--- src/rtl/ball_motion_update_pkg.sv ---
// Shared constants and types for the ball motion datapath and the collision-update stage.
// Direction encoding: 2'b01 steps +1, 2'b11 steps -1; other codes leave a loaded direction unchanged.
package ball_motion_update_pkg;

    localparam int POS_W = 10;
    localparam int SPD_W = 2;

    localparam logic [1:0] DIR_POS = 2'b01;
    localparam logic [1:0] DIR_NEG = 2'b11;

    // Playfield limits shared with the collision stage.
    localparam int DEF_X_INIT = 320;
    localparam int DEF_Y_INIT = 240;
    localparam int DEF_X_MIN  = 20;
    localparam int DEF_X_MAX  = 620;
    localparam int DEF_Y_MIN  = 20;
    localparam int DEF_Y_MAX  = 460;
    localparam int DEF_FRIC_FRAMES = 8;

    typedef enum logic {
        IDLE = 1'b0,
        MOVE = 1'b1
    } state_t;

    typedef struct packed {
        logic [POS_W-1:0] pos;
        logic [1:0]       dir;
    } axis_t;

    // One frame step of a single axis, clamping at a wall and bouncing off it.
    // The comparisons use one extra bit so neither the sum nor the difference wraps.
    function automatic axis_t step_axis(
        input logic [POS_W-1:0] pos,
        input logic [SPD_W-1:0] spd,
        input logic [1:0]       dir,
        input logic [POS_W-1:0] lo,
        input logic [POS_W-1:0] hi
    );
        logic [POS_W:0] sum;
        logic [POS_W:0] spd_ext;
        axis_t          res;
        spd_ext = {{(POS_W-1){1'b0}}, spd};
        sum     = {1'b0, pos} + spd_ext;
        res.pos = pos;
        res.dir = dir;
        if (dir == DIR_POS) begin
            if (sum >= {1'b0, hi}) begin
                res.pos = hi;
                res.dir = DIR_NEG;
            end else begin
                res.pos = sum[POS_W-1:0];
            end
        end else if (dir == DIR_NEG) begin
            if ({1'b0, pos} <= ({1'b0, lo} + spd_ext)) begin
                res.pos = lo;
                res.dir = DIR_POS;
            end else begin
                res.pos = pos - spd_ext[POS_W-1:0];
            end
        end
        return res;
    endfunction

endpackage

--- src/rtl/ball_motion_update_friction_timer.sv ---
// Frame counter for friction: pulses o_fric_step on the tick that completes FRIC_FRAMES frames.
// The pulse is combinational so the speed decrement lands on the same edge as that tick.
module friction_timer #(
    parameter int FRIC_FRAMES = 8
) (
    input  logic clk,
    input  logic rst,
    input  logic i_clear,
    input  logic i_tick,
    output logic o_fric_step
);

    localparam int CNT_W = (FRIC_FRAMES > 1) ? $clog2(FRIC_FRAMES) : 1;
    localparam logic [CNT_W-1:0] LAST = CNT_W'(FRIC_FRAMES - 1);

    logic [CNT_W-1:0] r_cnt;

    assign o_fric_step = i_tick && (r_cnt == LAST);

    // NOTE: registered state uses non-blocking assignments so every flop samples pre-edge values.
    always_ff @(posedge clk) begin
        if (rst || i_clear) begin
            r_cnt <= '0;
        end else if (i_tick) begin
            r_cnt <= (r_cnt == LAST) ? '0 : r_cnt + 1'b1;
        end
    end

endmodule

--- src/rtl/ball_motion_update.sv ---
// Per-frame ball position/velocity register with wall bounces and optional friction.
// Define BALL_FRICTION_EN to enable the friction timer and speed decay.
module ball_motion_update
    import ball_motion_update_pkg::*;
#(
    parameter int X_INIT      = DEF_X_INIT,
    parameter int Y_INIT      = DEF_Y_INIT,
    parameter int X_MIN       = DEF_X_MIN,
    parameter int X_MAX       = DEF_X_MAX,
    parameter int Y_MIN       = DEF_Y_MIN,
    parameter int Y_MAX       = DEF_Y_MAX,
    parameter int FRIC_FRAMES = DEF_FRIC_FRAMES
) (
    input  logic             clk,
    input  logic             rst,
    input  logic             frame_tick,
    input  logic             upd_load,
    input  logic [SPD_W-1:0] Vx_UPDATE,
    input  logic [SPD_W-1:0] Vy_UPDATE,
    input  logic [1:0]       Dx_UPDATE,
    input  logic [1:0]       Dy_UPDATE,
    output logic [POS_W-1:0] x_pos,
    output logic [POS_W-1:0] y_pos,
    output logic [SPD_W-1:0] Vx_NOW,
    output logic [SPD_W-1:0] Vy_NOW,
    output logic [1:0]       Dx_NOW,
    output logic [1:0]       Dy_NOW,
    output logic             moving
);

    state_t           r_state;
    logic [POS_W-1:0] r_x_pos, r_y_pos;
    logic [SPD_W-1:0] r_vx, r_vy;
    logic [1:0]       r_dx, r_dy;

    axis_t            w_x_next, w_y_next;
    logic [SPD_W-1:0] w_vx_after, w_vy_after;

    assign w_x_next = step_axis(r_x_pos, r_vx, r_dx, POS_W'(X_MIN), POS_W'(X_MAX));
    assign w_y_next = step_axis(r_y_pos, r_vy, r_dy, POS_W'(Y_MIN), POS_W'(Y_MAX));

`ifdef BALL_FRICTION_EN
    logic w_move_tick;
    logic w_fric_step;

    // A load in the same cycle suppresses the frame, so it must not advance the counter either.
    assign w_move_tick = frame_tick && !upd_load && (r_state == MOVE);

    friction_timer #(
        .FRIC_FRAMES (FRIC_FRAMES)
    ) u_friction_timer (
        .clk         (clk),
        .rst         (rst),
        .i_clear     (upd_load),
        .i_tick      (w_move_tick),
        .o_fric_step (w_fric_step)
    );

    assign w_vx_after = (w_fric_step && r_vx != '0) ? r_vx - 1'b1 : r_vx;
    assign w_vy_after = (w_fric_step && r_vy != '0) ? r_vy - 1'b1 : r_vy;
`else
    assign w_vx_after = r_vx;
    assign w_vy_after = r_vy;
`endif

    always_ff @(posedge clk) begin
        if (rst) begin
            r_state <= IDLE;
            r_x_pos <= POS_W'(X_INIT);
            r_y_pos <= POS_W'(Y_INIT);
            r_vx    <= '0;
            r_vy    <= '0;
            r_dx    <= DIR_POS;
            r_dy    <= DIR_POS;
        end else if (upd_load) begin
            r_vx    <= Vx_UPDATE;
            r_vy    <= Vy_UPDATE;
            // Only the two legal codes (low bit set) replace the current direction.
            if (Dx_UPDATE[0]) r_dx <= Dx_UPDATE;
            if (Dy_UPDATE[0]) r_dy <= Dy_UPDATE;
            r_state <= (Vx_UPDATE != '0 || Vy_UPDATE != '0) ? MOVE : IDLE;
        end else if (frame_tick && r_state == MOVE) begin
            r_x_pos <= w_x_next.pos;
            r_dx    <= w_x_next.dir;
            r_y_pos <= w_y_next.pos;
            r_dy    <= w_y_next.dir;
            r_vx    <= w_vx_after;
            r_vy    <= w_vy_after;
            if (w_vx_after == '0 && w_vy_after == '0) r_state <= IDLE;
        end
    end

    assign x_pos  = r_x_pos;
    assign y_pos  = r_y_pos;
    assign Vx_NOW = r_vx;
    assign Vy_NOW = r_vy;
    assign Dx_NOW = r_dx;
    assign Dy_NOW = r_dy;
    assign moving = (r_state == MOVE);

endmodule

--- config.mk ---
export PLATFORM = sky130hd
export DESIGN_NAME = ball_motion_update
export DESIGN_NICKNAME = d
export VERILOG_FILES = /design/src/rtl/ball_motion_update_pkg.sv /design/src/rtl/ball_motion_update_friction_timer.sv /design/src/rtl/ball_motion_update.sv
export SDC_FILE = /design/constraint.sdc
export NUM_CORES = 1
export LEC_CHECK = 0
export ABC_AREA = 1
export CAP_MARGIN = 0
export CORE_AREA = 10 10 78 80
export DETAILED_ROUTE_END_ITERATION = 8
export DIE_AREA = 0 0 88 90
export PLACE_DENSITY_LB_ADDON = 0.3
export SYNTH_ARGS = -nofsm -noshare
export SYNTH_HDL_FRONTEND = slang
export SYNTH_SLANG_ARGS = --single-unit
--- constraint.sdc ---
create_clock -name clk -period 2.5 [get_ports clk]
set_clock_uncertainty 0.15 [all_clocks]
set_input_delay 0.25 -clock clk [delete_from_list [all_inputs] [get_ports clk]]
set_output_delay 0.25 -clock clk [all_outputs]
set_load 0.1 [all_outputs]
== Word level (Yosys, flattened, before mapping) ==
Cells that the tools add are included.
Widths: inputs -> output; s select.

* Register bits after elaboration: 29
* Output and inout port bits: 29
* Logic and storage cells: 68

* $add $sub $neg: 6
* $lt $le $gt $ge: 4
* Equal/unequal tests: 8
* Mux-type cells: 22
* Bitwise gates (word level): 1
* Reductions and logical operators: 20

{| class="wikitable"
|+ Operators by type and width
! kind !! number
|-
| $mux 12 || 4
|-
| $mux 10 || 4
|-
| $add 10x2->11 || 2
|-
| $le 10x6->1 || 2
|-
| $mux 2 || 10
|-
| $sub 10x2->10 || 2
|-
| $add 5x2->6 const A || 2
|-
| $reduce_bool 2->1 || 6
|-
| $reduce_bool 3->1 || 4
|-
| $ge 11x10->1 const B || 1
|-
| $ge 11x9->1 const B || 1
|-
| $reduce_and 5->1 || 2
|-
| $ne 3x2->1 const B || 2
|-
| $reduce_and 3->1 || 2
|-
| $eq 2x1->1 const B || 2
|-
| $eq 2x2->1 const B || 2
|-
| $logic_not 2->1 || 2
|-
| $mux 1 || 4
|-
| $ne 2x1->1 const B || 2
|-
| $logic_and 1x1->1 || 2
|-
| $reduce_and 2->1 || 1
|-
| $logic_or 1x1->1 || 1
|-
| $not 1->1 || 1
|}

== Longest topological paths before layout ==
* Word-level depth: 7
* Depth in mapped cells: 16

== Least setup slack after synthesis ==
No wires, ideal clock.

* Path kind: register -> register
* Start: register r_vx[0] (netlist: Vx_NOW[0])
* End: register r_x_pos[6] (netlist: x_pos[6])
* Library setup time: 123 ps
* Arrival: 2,662 ps
* Data required time: 2,227 ps
* Slack: -435 ps
* Stages on the path, launching flop included: 14
* Path through: dfxtp_1 > ha_1 > inv_1 > fa_1 > nor2_2 > nand3_2 > nand2_1 > nor2_1 > nand2_1 > nand2_1 > nand2_4 > nand3_1 > o21ai_1 > nand2_1

* Longest elaborated chain between the ends: 5

{| class="wikitable"
|+ RTL lines
! element !! RTL line !! RTL
|-
| from (decl) || ball_motion_update.sv:33 || <nowiki>logic [SPD_W-1:0] r_vx, r_vy;</nowiki>
|-
| from (signal assigned) || ball_motion_update.sv:76 || <nowiki>r_vx <= Vx_UPDATE;</nowiki>
|-
| from (signal assigned) || ball_motion_update.sv:87 || <nowiki>r_vx <= w_vx_after;</nowiki>
|-
| branches (longest 4 deep; another with $add 10x2->11) || - ||
|-
| $mux 12 (*) || ball_motion_update_pkg.sv:46 || <nowiki>if (dir == DIR_POS) begin</nowiki>
|-
| to (signal assigned) || ball_motion_update.sv:69 || <nowiki>r_x_pos <= POS_W'(X_INIT);</nowiki>
|-
| to (signal assigned) || ball_motion_update.sv:83 || <nowiki>r_x_pos <= w_x_next.pos;</nowiki>
|-
| to (decl) || ball_motion_update.sv:32 || <nowiki>logic [POS_W-1:0] r_x_pos, r_y_pos;</nowiki>
|}

Every way passes the cells marked *. The select of a mux whose other input is x is not followed.
A chain may end at the register's enable or synchronous reset.

== Worst setup path in the final report ==
Ends and elaborated chain as after synthesis.

==> reports/results.ini <==
[worst_setup_path]
critPathLaunchType=flop
cpPeakStageDelay_ns=0.46
endpoint_kind=flop
cp_cell_sequence=ha_1, inv_1, fa_1, nor2_4, nand3_2, nand2_1, nor2_1, nand2_1, nand2_1, nand2_4, nand3_1, o21ai_1, nand2_1
worst-setup-path-type=flop to flop
crit_fanout=6
cp_slowest_cell=fa_1
path_common_cell=nand2_1
crit_required_ns=2.52
crit_arrival_ns=2.32

[grt]
grt_pass1_wl_um=11100
antenna_found_initial=0
grt_usage=0.168
overflow=0
grt_max_degree=17
grt_pass1_vias=2335

[clocking]
cts_sinks=27
post-cts-setup-buffer-count=0
clk_latency_ns=0.29
htreeDepth=1
clock_tree.buffer_depth=2
cts_tree=done
hold_buffers=0
cts_made_buffers=3
cts_resized=0
clkTransAtPathRegs_ns=0.10
cts_root_buf=clkbuf_8

[placement]
gp_congestion=0.922
dp_hpwl_um=5260
portBuffers=38

[floorplanning]
start_util=0.527
num_rows=25
core_area_um2=4600
die_h_um=90
die_area_um2=7920
io_pins=41
die_w_um=88

[timing]
rsz0062_at_grt=false
period_needed_ns=2.31
hold_violations=0
setup_viol=0
relSlewSlack=0.659
fin_crit_sh=0.924
drv_slew=0
tightest_slew_ns=0.511
max_freq_mhz=433

[logic_synthesis]
synth_cells=375
yosysWarnings=0
netlist_area_um2=2420
synth_xor_area_frac=0.0470
synthAdderAreaFrac=0.0744
synthSimpleGateAreaFrac=0.394
syn_area_per_cell_um2=6.46
synth-compound-area-share=0.149
synth_seq_cells=27
synth_cell_types=42
synth_top_family_by_area=simple AND/OR/NAND/NOR gates
muxShareOfSynthArea=0
yosysSeqAreaShare=0.223

[route]
route.detailed.drc=0
ant_nets=0
first_pass_iters=5
drt-total-wl_um=6740
drtIter0Drc=158
wl_per_cell_um=14.5
vias=2514
vias_per_cell=5.43

[power_and_ir_drop]
peakVddDrop_uv=222
total_power_uw=1170
power_density_nw_per_um2=415
p_leak_uw=0.00133

[flow_run]
maxCapViolCount=0

[outcome]
status=complete, no violations

[layout]
layout-drive-gt1-share=0.193
nNetsFinal=434
area_growth_syn_to_layout_pct=16.6
postLayoutCoreUtil=0.614
n_antenna_cell=0

[worst_hold_path]
hp-class=primary input to flop

==> per-stage QoR <==
stage	TNS, ns	worst slack, ns	cells	instance area, µm²	hold WS, ns
after floorplan	-0.0368	-0.0368	376	2440	0.234
after global placement	0	0.286	459	2770	0.361
after detailed placement	0	0.202	459	2770	0.362
after CTS	0	0.178	463	2820	0.379
after global routing	0	0.0264	463	2820	0.412
final	0	0.190	463	2820	0.387
==> placed cells by master, fill, tap and decap left out, drive strengths merged, types with 4 or more instances in the layout <==
| master | instances |
|---|---|
| a21oi | 28 |
| buf | 33 |
| clkdlybuf4s50 | 11 |
| dfxtp | 27 |
| fa | 4 |
| ha | 8 |
| inv | 44 |
| nand2 | 92 |
| nand3 | 38 |
| nand4 | 10 |
| nor2 | 40 |
| nor3 | 7 |
| o21ai | 29 |
| xor2 | 11 |
==> sequential cells by signal (all words and copies together), names as in the netlist <==
register,flops
Dx_NOW,1
Vy_NOW,2
x_pos,10
Vx_NOW,2
Dy_NOW,1
moving,1
y_pos,10
==> path summary, 6_finish.rpt <==
path,startpoint,cells after the start,end,slack (ns)
min reg2reg,y_pos[9],2,y_pos[9],0.39
max,Vx_NOW[0],13,x_pos[6],0.19
max reg2reg,Vx_NOW[0],13,x_pos[6],0.19
min,Vy_UPDATE[1],3,Vy_NOW[1],0.39
==> metal layers <==
layer,vias to the layer above,track usage,part of all wire
met1,1148,0.196,0.41
li1,1288,-,-
met5,-,0,0
met3,7,0.0262,0.055
met4,0,0.0426,0.014
met2,71,0.302,0.52
==> cells by family after synthesis <==
kind of cell / Yosys count
flops: 27
fa+ha+maj: 12
other cells: 1
simple gates: 194
buf+inv: 61
compound gates: 67
xor+xnor: 13
==> worst max-delay path: cells and delay by family, from the launching register on <==
kind	cells	cell delay, ns
adders and majority gates	2	0.63
and+or+nand+nor	9	0.89
DFF	1	0.38
AOI/OAI and AO/OA	1	0.08
buffers and inverters	1	0.06
==> power breakdown <==
| group | internal [µW] | total, µW | switching [µW] |
|---|---|---|---|
| combinational | 116 | 415 | 298 |
| clock | 114 | 269 | 156 |
| sequential | 450 | 487 | 36.7 |
| total | 680 | 1170 | 491 |
==> area by class of cell <==
type | count | area [µm²]
multi-input combinational | 288 | 1620
timing repair buffer | 44 | 358
inverter | 46 | 173
clock inverter | 1 | 7.51
fill | 461 | 1770
tap | 54 | 67.6
clock buffer | 3 | 41.3
sequential | 27 | 556
==> Yosys cell counts, drive strengths merged <==
cell type | instances | area (µm²)
a211oi | 2 | 15.0
a21o | 1 | 7.51
a21oi | 28 | 144
a22oi | 1 | 7.51
a31oi | 2 | 12.5
buf | 10 | 76.3
clkbuf | 5 | 20.0
clkinv | 2 | 7.51
conb | 1 | 3.75
dfxtp | 27 | 541
fa | 4 | 80.1
ha | 8 | 100
inv | 44 | 165
nand2 | 92 | 395
nand3 | 38 | 210
nand3b | 3 | 22.5
nand4 | 10 | 68.8
nor2 | 40 | 175
nor3 | 7 | 56.3
nor4 | 1 | 6.26
o211ai | 3 | 22.5
o21ai | 29 | 145
o21bai | 1 | 7.51
or2 | 3 | 18.8
xnor2 | 2 | 17.5
xor2 | 11 | 96.3
Note: power is estimated with default switching activity, not from simulation.
